===== src/rtl/tone_generator_pkg.sv =====
// Shared state encoding and accumulator sizing for the tone generator.
package tone_gen_pkg;

   typedef enum logic [1:0] {
      ST_IDLE,
      ST_RUN,
      ST_DRAIN
   } state_e;

   // Accumulator must hold values up to 2*HALF == clk_hz.
   function automatic int unsigned acc_width(input int unsigned clk_hz);
      return $clog2(clk_hz + 1);
   endfunction

endpackage


===== src/rtl/tone_generator_if.sv =====
// Control/status bundle between a tone generator and its user.
interface tone_generator_if #(
   parameter int unsigned HZ_W  = 16,
   parameter int unsigned CNT_W = 16
);
   logic             start;
   logic             stop;
   logic [HZ_W-1:0]  freq_hz;
   logic [CNT_W-1:0] burst_cycles;
   logic             tone_out;
   logic             busy;
   logic             done;
   logic             err;
   logic [CNT_W-1:0] periods_done;

   modport master (
      output start, stop, freq_hz, burst_cycles,
      input  tone_out, busy, done, err, periods_done
   );

   modport slave (
      input  start, stop, freq_hz, burst_cycles,
      output tone_out, busy, done, err, periods_done
   );
endinterface


===== src/rtl/tone_nco.sv =====
// Divider-free phase accumulator: adds f each enabled clock, toggles tone on crossing HALF.
module tone_nco
   import tone_gen_pkg::*;
#(
   parameter int unsigned CLK_HZ = 100_000_000,
   parameter int unsigned HZ_W   = 16
) (
   input  logic            clk,
   input  logic            rst,
   input  logic            clear,
   input  logic            en,
   input  logic [HZ_W-1:0] f,
   output logic            tone,
   output logic            fall_pulse
);
   localparam int unsigned Half = CLK_HZ / 2;
   localparam int unsigned AccW = acc_width(CLK_HZ);
   localparam int unsigned SumW = ((AccW > HZ_W) ? AccW : HZ_W) + 1;

   logic [AccW-1:0] acc_q, acc_d;
   logic [SumW-1:0] sum;
   logic            wrap;
   logic            tone_q;

   always_comb begin
      sum   = SumW'(acc_q) + SumW'(f);
      wrap  = (sum >= SumW'(Half));
      acc_d = wrap ? AccW'(sum - SumW'(Half)) : AccW'(sum);
   end

   // Raw "next enabled step falls"; the owner decides whether the step is enabled.
   assign fall_pulse = tone_q & wrap;
   assign tone       = tone_q;

   // clear restarts a tone: phase zero, output high.
   always_ff @(posedge clk) begin
      if (rst) begin
         acc_q  <= '0;
         tone_q <= 1'b0;
      end else if (clear) begin
         acc_q  <= '0;
         tone_q <= 1'b1;
      end else if (en) begin
         acc_q <= acc_d;
         if (wrap) tone_q <= ~tone_q;
      end
   end

endmodule


===== src/rtl/tone_generator.sv =====
// Programmable square-wave tone source: burst of N periods or continuous, graceful stop.
module tone_generator
   import tone_gen_pkg::*;
#(
   parameter int unsigned CLK_HZ = 100_000_000,
   parameter int unsigned HZ_W   = 16,
   parameter int unsigned CNT_W  = 16
) (
   input logic              clk,
   input logic              rst,
   tone_generator_if.slave  bus
);
   localparam int unsigned Half = CLK_HZ / 2;

   state_e           state_q, state_d;
   logic [HZ_W-1:0]  freq_q, freq_d;
   logic [CNT_W-1:0] burst_q, burst_d;
   logic [CNT_W-1:0] periods_q, periods_d, periods_inc;
   logic             done_q, done_d;
   logic             err_q, err_d;
   logic             freq_ok;
   logic             nco_clear, nco_en;
   logic             tone, fall_raw, fall;

   assign freq_ok   = (bus.freq_hz != '0) && (32'(bus.freq_hz) <= Half);
   assign nco_clear = (state_q == ST_IDLE) && bus.start && freq_ok;
   // A stop seen during the low phase ends the tone before the next rise.
   assign nco_en    = ((state_q == ST_RUN) && !(bus.stop && !tone)) || (state_q == ST_DRAIN);
   assign fall      = nco_en & fall_raw;

   assign periods_inc = (periods_q == '1) ? periods_q : periods_q + 1'b1;

   tone_nco #(
      .CLK_HZ (CLK_HZ),
      .HZ_W   (HZ_W)
   ) u_nco (
      .clk        (clk),
      .rst        (rst),
      .clear      (nco_clear),
      .en         (nco_en),
      .f          (freq_q),
      .tone       (tone),
      .fall_pulse (fall_raw)
   );

   always_comb begin
      state_d   = state_q;
      freq_d    = freq_q;
      burst_d   = burst_q;
      periods_d = periods_q;
      done_d    = 1'b0;
      err_d     = 1'b0;
      unique case (state_q)
         ST_IDLE: begin
            if (bus.start) begin
               if (freq_ok) begin
                  state_d   = ST_RUN;
                  freq_d    = bus.freq_hz;
                  burst_d   = bus.burst_cycles;
                  periods_d = '0;
               end else begin
                  err_d = 1'b1;
               end
            end
         end
         ST_RUN: begin
            if (bus.stop && !tone) begin
               state_d = ST_IDLE;
               done_d  = 1'b1;
            end else if (fall) begin
               periods_d = periods_inc;
               // A stop coinciding with the falling edge ends here, like a burst end.
               if (bus.stop || ((burst_q != '0) && (periods_inc == burst_q))) begin
                  state_d = ST_IDLE;
                  done_d  = 1'b1;
               end
            end else if (bus.stop) begin
               state_d = ST_DRAIN;
            end
         end
         ST_DRAIN: begin
            if (fall) begin
               periods_d = periods_inc;
               state_d   = ST_IDLE;
               done_d    = 1'b1;
            end
         end
         default: state_d = ST_IDLE;
      endcase
   end

   always_ff @(posedge clk) begin
      if (rst) begin
         state_q   <= ST_IDLE;
         freq_q    <= '0;
         burst_q   <= '0;
         periods_q <= '0;
         done_q    <= 1'b0;
         err_q     <= 1'b0;
      end else begin
         state_q   <= state_d;
         freq_q    <= freq_d;
         burst_q   <= burst_d;
         periods_q <= periods_d;
         done_q    <= done_d;
         err_q     <= err_d;
      end
   end

   assign bus.tone_out     = tone;
   assign bus.busy         = (state_q != ST_IDLE);
   assign bus.done         = done_q;
   assign bus.err          = err_q;
   assign bus.periods_done = periods_q;

endmodule

===== src/flat_wrapper.sv =====
// flat-port wrapper written by rule: the top's interface ports become plain ports
module tone_generator_flat import tone_gen_pkg::*;
#(
   parameter int unsigned CLK_HZ = 100_000_000,
   parameter int unsigned HZ_W   = 16,
   parameter int unsigned CNT_W  = 16
)
  (clk, rst, bus_start, bus_stop, bus_freq_hz, bus_burst_cycles, bus_tone_out, bus_busy, bus_done, bus_err, bus_periods_done);
  tone_generator_if #(.HZ_W(HZ_W), .CNT_W(CNT_W)) bus_i ();
  input logic clk;
  input logic rst;
  input wire logic [$bits(bus_i.start)-1:0] bus_start;
  input wire logic [$bits(bus_i.stop)-1:0] bus_stop;
  input wire logic [$bits(bus_i.freq_hz)-1:0] bus_freq_hz;
  input wire logic [$bits(bus_i.burst_cycles)-1:0] bus_burst_cycles;
  output wire logic [$bits(bus_i.tone_out)-1:0] bus_tone_out;
  output wire logic [$bits(bus_i.busy)-1:0] bus_busy;
  output wire logic [$bits(bus_i.done)-1:0] bus_done;
  output wire logic [$bits(bus_i.err)-1:0] bus_err;
  output wire logic [$bits(bus_i.periods_done)-1:0] bus_periods_done;
  assign bus_i.start = bus_start;
  assign bus_i.stop = bus_stop;
  assign bus_i.freq_hz = bus_freq_hz;
  assign bus_i.burst_cycles = bus_burst_cycles;
  assign bus_tone_out = bus_i.tone_out;
  assign bus_busy = bus_i.busy;
  assign bus_done = bus_i.done;
  assign bus_err = bus_i.err;
  assign bus_periods_done = bus_i.periods_done;
  tone_generator #(.CLK_HZ(CLK_HZ), .HZ_W(HZ_W), .CNT_W(CNT_W)) u_core (.clk(clk), .rst(rst), .bus(bus_i));
endmodule

===== config.mk =====
export PLATFORM = sky130hd
export DESIGN_NAME = tone_generator_flat
export DESIGN_NICKNAME = d
export VERILOG_FILES = /design/src/rtl/tone_generator_pkg.sv /design/src/rtl/tone_generator_if.sv /design/src/rtl/tone_nco.sv /design/src/rtl/tone_generator.sv /design/src/flat_wrapper.sv
export SDC_FILE = /design/constraint.sdc
export NUM_CORES = 1
export LEC_CHECK = 0
export BUFFER_PORTS_ARGS = -buffer_cell sky130_fd_sc_hd__buf_4
export CAP_MARGIN = 20
export CORE_AREA = 2 2 96 121
export CTS_CLUSTER_DIAMETER = 40
export CTS_CLUSTER_SIZE = 25
export DETAILED_ROUTE_END_ITERATION = 16
export DIE_AREA = 0 0 98 123
export PLACE_DENSITY = 0.75
export SYNTH_ARGS = -nofsm -noshare
export SYNTH_HDL_FRONTEND = slang
export SYNTH_SLANG_ARGS = --single-unit

===== constraint.sdc =====
create_clock -name clk -period 4.2 [get_ports clk]
set_clock_uncertainty 0.2 [all_clocks]
set_input_delay 0.21 -clock clk [delete_from_list [all_inputs] [get_ports clk]]
set_output_delay 0.21 -clock clk [all_outputs]
set_load 0.05 [all_outputs]

==> out/results.ini, run 1 <==
[status]
status=complete, no violations

[finish]
final_cells=1030
n_antenna_cell=0
layout_commonest_cell=nand2_1
nNetsFinal=949
drive_gt1_share_pct=17.3
final_cell_mix=138 x nand2_1, 101 x buf_4, 82 x a21oi_1
finalInstanceArea_sq_um=7300
syn2layout_area_growth_pct=25.0

[synthesis]
synth_cell_types=83
synth_top_family_by_area=simple AND/OR/NAND/NOR gates
synth_edf_count=0
async_reset_ff_share_pct=0
syn-instance-count=790
synthMuxAreaShare_pct=1.03
yosys_warnings=0
synth_nets=849
synth_seq_cells=80
synth_fa_ha_area_share_pct=5.06
synth_area_per_cell_sq_um=7.39
seq_area_frac_synth_pct=27.4
synth-compound-area-share_pct=25.6
synthSimpleGateAreaFrac_pct=30.0
yosys.area_share.xor_xnor_pct=7.05
netlist_area_sq_um=5840
synthFlopType=dfxtp_1

[pwr]
seqPwrFrac_pct=33.7
total_power_w=0.00265
power.share.clock_pct=31.3
internal_power_w=0.00166
comb_power_share_pct=35.1
ir_drop_mv=0.239
swShare_pct=37.5
p_per_area_nw_per_um2=364
p_sw_w=0.000995
leakage_nw=2.76

[routing]
post-route-drc-count=0
num_vias=6399
drt_iter0_markers=422
postRouteAntennaNets=0
drt_pass1_iterations=5
routedWlPerCell_um=18.1
via_per_inst=6.21
wl_mm=18.7

[setup_path]
cp-start-kind=register
cp_cell_sequence=ha_2 > fa_2 > a21o_1 > a221o_1 > and2_4 > a221oi_4 > nor4b_4 > a311oi_2 > nor3_4 > a21oi_2 > or3_4 > or3b_1 > a21oi_1
crit_arrival_ns=4.15
slowest_stage=a221o_1
cp_top_family=simple AND/OR/NAND/NOR gates
cp.required_ns=4.26
cp_max_fo=6
cp_num_buf_inv=0
criticalPathCategory=register to register
cpPeakStageDelay_ns=0.42
cp-end-kind=register

[floorplanning]
start_util_pct=53.4
ioPinCount=56
fp-row-count=43
die_w_um=98
core_area_sq_um=10900
dieArea_sq_um=12100
die_h_um=123

[sta]
fin_crit_sh_pct=97.3
max_freq_ghz=0.245
setup_violations=0
hold_viol=0
tns_ns=0
timing.max_slew.rel_slack_pct=49.7
period_needed_ns=4.09
rsz0062_at_grt=yes
tightest_slew_ns=0.749
maxSlewViolCount=0

[global_route]
grt_first_pass_wirelength_mm=30.2
grtUsageTotal_pct=30.8
grt_start_max_net_pins=56
grt_pass1_vias=6204
antenna_found_initial=0
grt_overflow=0

[cts]
clkSinkCount=80
cts.path.max_buffers=2
cts_tree=built
cts_buffers=9
htreeDepth=3
clkTransAtPathRegs_ns=0.07
ctsRootBufferMaster=clkbuf_16
clk_latency_ns=0.34

[min_path]
hold_path.class=input pin to register

[placement]
dp.cells=981
gp_congestion=0.978
dpl_cell_area_sq_um=6570
place_hpwl_mm=13.5
io_buffers=55

[run]
max_cap_viol_count=0

==> power groups by stage <==
stage / Sequential, W / Clock [W] / Combinational, W
floorplan: 0.000888 / 0 / 0.000627
CTS: 0.000890 / 0.000833 / 0.000899
finish: 0.000894 / 0.000829 / 0.000930
global route: 0.000900 / 0.000872 / 0.00102
detailed placement: 0.000907 / 0 / 0.000871
global placement: 0.000904 / 0 / 0.000849
==> cell families (layout without fill, tap and decap cells) <==
kind of cell | count (synthesis) | in the layout
DFF | 80 | 80
muxes | 6 | 6
xor gates and xnor gates | 47 | 47
AOI/OAI and AO/OA | 231 | 231
buffers and inverters | 56 | 161
and+or+nand+nor | 347 | 347
adders and majority gates | 23 | 23
==> through the flow <==
| stage | setup WS, ns | utilization, % | hold slack (ns) |
|---|---|---|---|
| 6_report | 0.113 | 66.8 | 0.0191 |
| 5_1_grt | -0.0395 | 66.8 | 0.00957 |
| 4_1_cts | 0.0264 | 65.8 | 0.00737 |
| 3_5_place_dp | 0.0671 | 60.2 | 0.253 |
| 3_3_place_gp | 0.131 | 60.2 | 0.242 |
| 2_1_floorplan | 0.195 | - | 0.146 |
==> state kept, by name (all words and copies together), names as in the netlist <==
register	flops
u_core.bus.err	1
u_core.burst_q	16
u_core.state_q	2
u_core.u_nco.tone	1
u_core.u_nco.acc_q	27
u_core.freq_q	16
u_core.bus.done	1
u_core.bus.periods_done	16
==> final cells by class <==
| cell class | count | area [sq um] |
|---|---|---|
| clock buffers | 10 | 239 |
| clock inverters | 6 | 73.8 |
| multi-input cells | 654 | 4100 |
| fillers | 925 | 3630 |
| repair buffers | 131 | 1060 |
| flip-flops and latches | 80 | 1600 |
| inverters | 14 | 52.6 |
| well taps | 135 | 169 |
==> path summary, 6_finish.rpt <==
kind / startpoint / to / slack [ns] / cells after the start
worst min register to register: u_core.u_nco.acc_q[6] / u_core.u_nco.acc_q[6] / 0.26 / 2
worst max-delay path: u_core.freq_q[0] / u_core.bus.periods_done[2] / 0.11 / 13
worst max register to register: u_core.freq_q[0] / u_core.bus.periods_done[2] / 0.11 / 13
worst min-delay path: bus_start / u_core.bus.err / 0.02 / 3
==> layer usage <==
metal	part of all wire, %	vias up	wire length [um]	global-route usage [%]
met5	0	-	0	0
met4	4.2	0	781	15.0
met3	3.9	55	731	3.34
met2	51	207	9610	56.9
met1	40	3032	7540	35.3
li1	-	3105	-	-
==> timing repair <==
action	in CTS	in global routing
gates resized for setup	0	19
buffers inserted	0	3
hold endpoints to repair	30	0
hold buffers	30	0
setup endpoints to repair	0	26
==> Yosys cell counts (6+ instances only) <==
cell type | n | area share (%)
nand3_1 | 34 | 2.9
ha_1 | 22 | 4.7
o21ai_0 | 28 | 2.4
mux2i_1 | 6 | 1.0
nand4_1 | 15 | 1.6
o21ai_1 | 7 | 0.60
a211oi_1 | 12 | 1.5
clkbuf_1 | 29 | 1.9
o22ai_1 | 7 | 0.75
o21a_1 | 11 | 1.4
nand2b_1 | 11 | 1.2
xnor2_1 | 26 | 3.9
a21o_1 | 8 | 1.0
dfxtp_1 | 80 | 27
and4_1 | 6 | 0.90
inv_1 | 14 | 0.90
xor2_1 | 21 | 3.2
nand2_1 | 138 | 8.9
a21oi_1 | 88 | 7.5
nor4_1 | 15 | 1.6
and3_1 | 11 | 1.2
or4_1 | 7 | 0.90
o211ai_1 | 13 | 1.7
nor3_1 | 16 | 1.4
nor2_1 | 50 | 3.2
or3_1 | 10 | 1.1
buf_2 | 11 | 0.94
==> worst register-to-register path, delay by kind of cell, from the launching register on <==
family                   cells  cell delay (ns)
AND/OR/NAND/NOR              5             1.53
AO/OA/AOI/OAI                6             1.40
adder cells (fa/ha/maj)      2             0.54
flip-flops                   1             0.32
(Power assumes the default switching activity.)
==> run 2, diff against run 1 <==
--- a/config.mk
+++ b/config.mk
@@ -5,7 +5,7 @@
 export SDC_FILE = /design/constraint.sdc
 export NUM_CORES = 1
 export LEC_CHECK = 0
-export BUFFER_PORTS_ARGS = -buffer_cell sky130_fd_sc_hd__buf_4
+export BUFFER_PORTS_ARGS = -buffer_cell sky130_fd_sc_hd__buf_2
 export CAP_MARGIN = 20
 export CORE_AREA = 2 2 96 121
 export CTS_CLUSTER_DIAMETER = 40
==> run 2 against run 1 <==
  * Final cell count up 0.97%
  * Sequential power is essentially flat
  * Maximum frequency is 0.32% higher
  * Core utilization shrank 0.32 points
  * Combinational power about the same
  * Non-clock buffer count up 10
  * Die area unchanged
  * Via count is 1.7% higher
  * Critical path depth did not move
  * Count of clock-buffer cells in the layout shrank 1
  * Sequential share of layout area rose by 0.11 points
  * First-iteration DRC count shrank 13%
  * Highest routed layer unchanged
==> out/results.ini, run 2 (synthesized netlist as in run 1, its figures left out) <==
[setup_path]
cp_cell_sequence=ha_1 > nand3_2 > or4_4 > nor2_4 > nor3b_2 > xnor2_1 > a2111oi_1 > nand4_1 > nand4b_1 > or4b_1 > buf_4 > a21o_1 > a21oi_1
cpPeakStageDelay_ns=0.60  ; +0.18 ns
cp-start-kind=register
r2r-end=u_core.state_q[0]
cp-end-kind=register
crit_path_end=u_core.state_q[0]
reg2reg_depth=13  ; unchanged
rr_startpoint=u_core.bus.periods_done[1]
cp_max_fo=7  ; +1
cp.required_ns=4.27  ; about the same
crit_start=u_core.bus.periods_done[1]
criticalPathCategory=register to register
rrSetupSlack_ns=0.13  ; about the same
crit_arrival_ns=4.15  ; about the same
slowest_stage=or4_4

[sta]
fin_hold_ws_ns=0.0193  ; +0.000133 ns
maxSlewViolCount=0  ; unchanged
tns_ns=0  ; unchanged
period_needed_ns=4.07  ; -0.0129 ns
setup_violations=0  ; unchanged
fin_crit_sh_pct=97.0  ; -0.31 points
timing.max_slew.rel_slack_pct=46.8  ; -2.9 points
hold_viol=0  ; unchanged
rsz0062_at_grt=yes
tightest_slew_ns=0.792  ; +0.0432 ns
max_freq_ghz=0.245  ; +0.32%

[global_route]
grt_overflow=0  ; unchanged
grt_start_max_net_pins=55  ; -1.8%
grt_first_pass_wirelength_mm=30.0  ; -0.34%
gr-usage-met1_pct=33.9  ; -1.4 points
grt_use_met2_pct=57.1  ; +0.21 points
grt_pass1_vias=6318  ; +1.8%
grt_busiest_layer=met2
use_met3_pct=3.67  ; +0.34 points
grtUsageTotal_pct=30.8  ; +0.042 points
antenna_found_initial=0  ; unchanged

[pwr]
p_per_area_nw_per_um2=372  ; +2.2%
internal_power_w=0.00170  ; +2.5%
power.share.clock_pct=32.6  ; +1.3 points
p_sw_w=0.00100  ; +0.55%
total_power_w=0.00270  ; +1.7%
comb_power_share_pct=34.4  ; -0.7 points
leakage_nw=2.81  ; +1.8%
seqPwrFrac_pct=33.0  ; -0.7 points
swShare_pct=37.1  ; -0.44 points
ir_drop_mv=0.253  ; +5.8%

[finish]
final_cell_mix=138 x nand2_1, 84 x a21oi_1, 79 x dfxtp_1
top_register=u_core.u_nco.acc_q
layout_commonest_cell=nand2_1
largest_reg_flops=27  ; unchanged
nNetsFinal=959  ; +1.1%
finalCoreUtilization_pct=66.5  ; -0.32 points
n_antenna_cell=0  ; unchanged
syn2layout_area_growth_pct=24.4
drive_gt1_share_pct=17.3  ; +0.030 points

[floorplanning]
core_area_sq_um=10900  ; unchanged
start_util_pct=53.4  ; unchanged
die_h_um=123  ; unchanged
fp-row-count=43  ; unchanged
ioPinCount=56  ; unchanged
die_w_um=98  ; unchanged
dieArea_sq_um=12100  ; unchanged

[cts]
clk_latency_ns=0.35  ; about the same
cts_tree=built
clkSinkCount=80  ; unchanged
htreeDepth=3  ; unchanged
cts.path.max_buffers=2  ; unchanged
cts_buffers=9  ; unchanged
ctsRootBufferMaster=clkbuf_16
clkTransAtPathRegs_ns=0.07  ; about the same

[routing]
drt_iter0_markers=366  ; -13%
routedWlPerCell_um=17.9  ; -1.4%
drt_pass1_iterations=5  ; unchanged
via_per_inst=6.26  ; +0.74%
post-route-drc-count=0  ; unchanged
wl_mm=18.6  ; -0.49%
num_vias=6509  ; +1.7%
postRouteAntennaNets=0  ; unchanged

[min_path]
worstHoldStart=bus_stop
hold_path.class=input pin to register

[placement]
gp_congestion=0.972  ; -0.70%
place_hpwl_mm=13.4  ; -0.93%
io_buffers=55  ; unchanged

[status]
status=complete, no violations

[run]
max_cap_viol_count=0  ; unchanged

==> run 2: changes by cell type in the layout (fill, tap and decap cells not counted), sizes merged <==
cell,before,now
buf,101,108
bufinv,1,2
clkbuf,10,9
clkinv,2,0
dlygate4sd3,30,33
inv,17,19
==> run 2: power by group through the flow <==
stage | clock (W) | combinational [W] | sequential [W]
floorplan | 0 | 0.000627 | 0.000888
global placement | 0 | 0.000834 | 0.000902
detailed placement | 0 | 0.000857 | 0.000905
CTS | 0.000885 | 0.000883 | 0.000889
global route | 0.000921 | 0.00102 | 0.000899
finish | 0.000881 | 0.000927 | 0.000891
==> run 2: repair_timing <==
| action | 4_1_cts | 5_1_grt |
|---|---|---|
| hold buffers | 33 | 0 |
| endpoints found under the setup margin | 1 | 28 |
| setup buffers | 1 | 9 |
| pin swaps | 1 | 8 |
| resized for setup | 0 | 18 |
| endpoints found under the hold margin | 33 | 0 |
==> run 2: cell type report <==
cell class	count	area [sq um]
multi-input cells	654	4100
fillers	946	3660
flip-flops and latches	80	1600
repair buffers	141	1000
clock buffers	9	225
well taps	135	169
clock inverters	7	104
inverters	14	52.6
==> run 2: critical path, delay by kind of cell, from the launching register on <==
kind                       cells  cell delay [ns]
buffers and inverters          1             0.17
xor gates and xnor gates       1             0.16
DFF                            1             0.41
adders and majority gates      1             0.21
AOI/OAI and AO/OA              3             0.68
and+or+nand+nor                7             2.16
==> run 2: how the worst min path moves through the flow <==
stage | to | slack (ns) | cells after the start
after floorplan | u_core.freq_q[0] | 0.15 | 2
after global placement | u_core.u_nco.acc_q[5] | 0.24 | 2
after detailed placement | u_core.u_nco.acc_q[5] | 0.25 | 2
after CTS | u_core.bus.done | 0.01 | 3
after global routing | u_core.bus.done | 0.05 | 3
final | u_core.bus.done | 0.02 | 3
==> run 2: stage by stage <==
stage               instance area, sq um  setup slack (ns)  instances
floorplan                           5840             0.195        790
detailed placement                  6430           0.00552        981
global placement                    6430             0.107        981
global route                        7260           -0.0719       1040
finish                              7260             0.125       1040
CTS                                 7100            0.0412       1031
==> run 2: metal layers <==
layer	wire, um	vias to the layer above
met1	7060	3017
met5	0	-
li1	-	3139
met3	951	84
met2	9560	269
met4	1010	0
==> run 3, diff against run 2 <==
--- a/config.mk
+++ b/config.mk
@@ -5,13 +5,14 @@
 export SDC_FILE = /design/constraint.sdc
 export NUM_CORES = 1
 export LEC_CHECK = 0
+export ABC_AREA = 1
 export BUFFER_PORTS_ARGS = -buffer_cell sky130_fd_sc_hd__buf_2
 export CAP_MARGIN = 20
-export CORE_AREA = 2 2 96 121
+export CORE_AREA = 2 2 99 125
 export CTS_CLUSTER_DIAMETER = 40
 export CTS_CLUSTER_SIZE = 25
 export DETAILED_ROUTE_END_ITERATION = 16
-export DIE_AREA = 0 0 98 123
+export DIE_AREA = 0 0 101 127
 export PLACE_DENSITY = 0.75
 export SYNTH_ARGS = -nofsm -noshare
 export SYNTH_HDL_FRONTEND = slang
==> constraint.sdc (replaced) <==
create_clock -name clk -period 4.2 [get_ports clk]
set_clock_uncertainty 0.2 [all_clocks]
set_input_delay 0.63 -clock clk [delete_from_list [all_inputs] [get_ports clk]]
set_output_delay 0.63 -clock clk [all_outputs]
set_load 0.05 [all_outputs]
==> run 3 against run 2 <==
  * Final cell count is 22% higher
  * Synthesized area is 7.4% higher
  * Sequential share of layout area rose by 0.94 points
  * Cell area fell by 4.2%
  * Register-to-register slack improved by 0.42 ns
  * Clock power fell by 2.7%
  * Non-clock buffer count is 79 lower
  * Core utilization is 6.3 points lower
  * Synthesized cell count up 36%
  * Via count rose by 2.5%
  * Setup slack improved by 0.42 ns
  * Routed wire length is 6.9% lower
  * Highest routed layer unchanged
==> out/results.ini, run 3 <==
[synthesis]
synth_edf_count=0  ; unchanged
yosys-top-cells-count=321 x nand2_1, 142 x inv_1, 137 x nor2_1
netlist_area_sq_um=6270  ; +7.4%
synth_nets=1136  ; +34%
synth_area_per_cell_sq_um=5.82  ; -21%
yosys.cell_count.top_type=nand2_1
synth_seq_cells=80  ; unchanged
yosys-top-cells-area=dfxtp_1 26%, nand2_1 19%, inv_1 8.5%, nor2_1 8.2%, nand3_1 6.4%
syn-instance-count=1077  ; +36%
synthFlopType=dfxtp_1
seq_area_frac_synth_pct=25.5  ; -1.9 points
synth_cell_types=41  ; -51%
synth_top_area_share_pct=25.5  ; -1.9 points
async_reset_ff_share_pct=0  ; unchanged
yosysTopAreaCell=dfxtp_1
yosys_warnings=0  ; unchanged

[setup_path]
crit_arrival_ns=3.67  ; -0.48 ns
cp-start-kind=register
slowest_stage=nand2_2
criticalPathCategory=register to register
cp-end-kind=register
cp.required_ns=4.21  ; -0.06 ns
cpPeakStageDelay_ns=0.45  ; -0.15 ns
crit_top_cell=nand2_2
cp_max_fo=29  ; +22
cp_cell_sequence=ha_1 > fa_1 > nand2_1 > nand3_1 > nand3_1 > nand2_2 > xnor2_1 > and2b_1 > nand3_2 > nand2_2 > nor2_2 > nand2_2 > nand3_2 > nand3_4 > nand2_4 > nand2_2 > nand2_1 > o21ai_1 > nor2_1

[pwr]
swShare_pct=49.6  ; +12 points
p_per_area_nw_per_um2=658  ; +77%
comb_power_share_pct=55.0  ; +21 points
p_sw_w=0.00227  ; +130%
internal_power_w=0.00231  ; +36%
ir_drop_mv=0.248  ; -2.3%
power.share.clock_pct=18.7  ; -14 points
leakage_nw=3.59  ; +28%
seqPwrFrac_pct=26.3  ; -6.7 points

[cts]
cts.path.max_buffers=2  ; unchanged
htreeDepth=3  ; unchanged
ctsRootBufferMaster=clkbuf_16
cts_tree=built
cts_buffers=9  ; unchanged
clk_latency_ns=0.34  ; about the same
clkTransAtPathRegs_ns=0.06  ; about the same
hold_buffers=0  ; -100%
post_cts_buffers=0  ; -1
cts_resized=0  ; unchanged
clkSinkCount=80  ; unchanged

[routing]
routedWlPerCell_um=13.7  ; -23%
post-route-drc-count=0  ; unchanged
via_per_inst=5.28  ; -16%
drt_iter0_markers=459  ; +25%
num_vias=6672  ; +2.5%
wl_mm=17.3  ; -6.9%
drt_pass1_iterations=5  ; unchanged
postRouteAntennaNets=0  ; unchanged

[min_path]
hold_path.class=register to register

[floorplanning]
ioPinCount=56  ; unchanged
fp-row-count=44  ; +2.3%
core_area_sq_um=11600  ; +5.9%
dieArea_sq_um=12800  ; +6.4%
die_w_um=101  ; +3.1%
die_h_um=127  ; +3.3%
start_util_pct=54.2  ; +0.80 points

[finish]
drive_gt1_share_pct=11.8  ; -5.5 points
top_register=u_core.u_nco.acc_q
syn2layout_area_growth_pct=11.0
largest_reg_flops=27  ; unchanged
finalCoreUtilization_pct=60.2  ; -6.3 points
n_antenna_cell=0  ; unchanged
final_cell_mix=321 x nand2_1, 142 x inv_1, 137 x nor2_1
nNetsFinal=1180  ; +23%
finalInstanceArea_sq_um=6960  ; -4.2%
layout_commonest_cell=nand2_1
fill_cells=1206  ; +27%

[global_route]
grt_first_pass_wirelength_mm=28.4  ; -5.5%
antenna_found_initial=0  ; unchanged
grt_pass1_vias=6170  ; -2.3%
grt_overflow=0  ; unchanged
grtUsageTotal_pct=27.6  ; -3.3 points
grt_start_max_net_pins=43  ; -22%

[placement]
io_buffers=55  ; unchanged
gp_congestion=0.940  ; -3.2%
dp_worst_setup_slack_ns=0.608  ; +0.603 ns
dpl_cell_area_sq_um=6640  ; +3.2%
place_hpwl_mm=13.5  ; +0.84%

[sta]
hold_viol=0  ; unchanged
setup_violations=0  ; unchanged
fin_crit_sh_pct=87.1  ; -9.9 points
tns_ns=0  ; unchanged
max_freq_ghz=0.273  ; +11%
layout_setup_ws_ns=0.541  ; +0.415 ns
tightest_slew_ns=0.880  ; +0.0877 ns
rsz0062_at_grt=no
period_needed_ns=3.66  ; -0.415 ns
maxSlewViolCount=0  ; unchanged
timing.max_slew.rel_slack_pct=41.3  ; -5.5 points

[run]
max_cap_viol_count=0  ; unchanged

[status]
status=complete, no violations

[run 3: cell count changes in the layout (fill, tap and decap cells not counted), sizes merged, moves of 13 or more]
| cell | before | now |
|---|---|---|
| nor2 | 51 | 151 |
| dlygate4sd3 | 33 | 0 |
| buf | 108 | 62 |
| a21oi | 90 | 60 |
| inv | 19 | 149 |
| nand3 | 36 | 84 |
| o21ai | 35 | 72 |
| xnor2 | 26 | 8 |
| a211oi | 13 | 0 |
| nand2 | 138 | 346 |
[run 3: worst paths after layout]
| check | slack [ns] | depth (start not counted) | from | endpoint |
|---|---|---|---|---|
| worst max register to register | 0.54 | 19 | u_core.freq_q[0] | u_core.bus.periods_done[9] |
| worst max-delay path | 0.54 | 19 | u_core.freq_q[0] | u_core.bus.periods_done[9] |
| worst min register to register | 0.27 | 2 | u_core.u_nco.acc_q[0] | u_core.u_nco.acc_q[0] |
| worst min-delay path | 0.27 | 2 | u_core.u_nco.acc_q[0] | u_core.u_nco.acc_q[0] |
[run 3: stage by stage]
step / std cells / hold slack, ns / total power (W)
floorplan: 1077 / 0.245 / 0.00315
global placement: 1248 / 0.260 / 0.00366
detailed placement: 1248 / 0.262 / 0.00368
CTS: 1264 / 0.273 / 0.00457
global route: 1264 / 0.303 / 0.00495
finish: 1264 / 0.271 / 0.00458
[run 3: critical path: cells and delay by family (launching register included)]
family	cells	cell delay, ns
compound gates	1	0.11
simple gates	15	1.93
flops	1	0.33
xor+xnor	1	0.32
fa+ha+maj	2	0.65
[run 3: cell families after synthesis]
family | share of synthesized area (%)
compound gates | 11.8
xor+xnor | 2.65
fa+ha+maj | 4.71
buf+inv | 11.2
flops | 25.5
simple gates | 44.1
[run 3: metal layers]
| metal | GRT usage, % | up-vias | part of all wire, % |
|---|---|---|---|
| li1 | - | 3489 | - |
| met1 | 32.6 | 2978 | 42 |
| met2 | 50.5 | 174 | 50 |
| met3 | 3.12 | 31 | 5.0 |
| met4 | 10.2 | 0 | 2.8 |
| met5 | 0 | - | 0 |
[run 3: cell type report]
type | count | area, sq um | share of cell area, %
multi-input cells | 816 | 3970 | 57.0
flip-flops and latches | 80 | 1600 | 23.0
inverters | 152 | 571 | 8.20
repair buffers | 62 | 328 | 4.71
clock buffers | 10 | 229 | 3.29
well taps | 138 | 173 | 2.48
clock inverters | 6 | 91.3 | 1.31
[run 3: power groups by stage]
stage / clock network (W) / registers (W) / logic (W)
after floorplan: 0 / 0.00128 / 0.00187
after global placement: 0 / 0.00121 / 0.00245
after detailed placement: 0 / 0.00121 / 0.00247
after CTS: 0.000863 / 0.00120 / 0.00250
after global routing: 0.000893 / 0.00124 / 0.00282
final: 0.000857 / 0.00120 / 0.00252
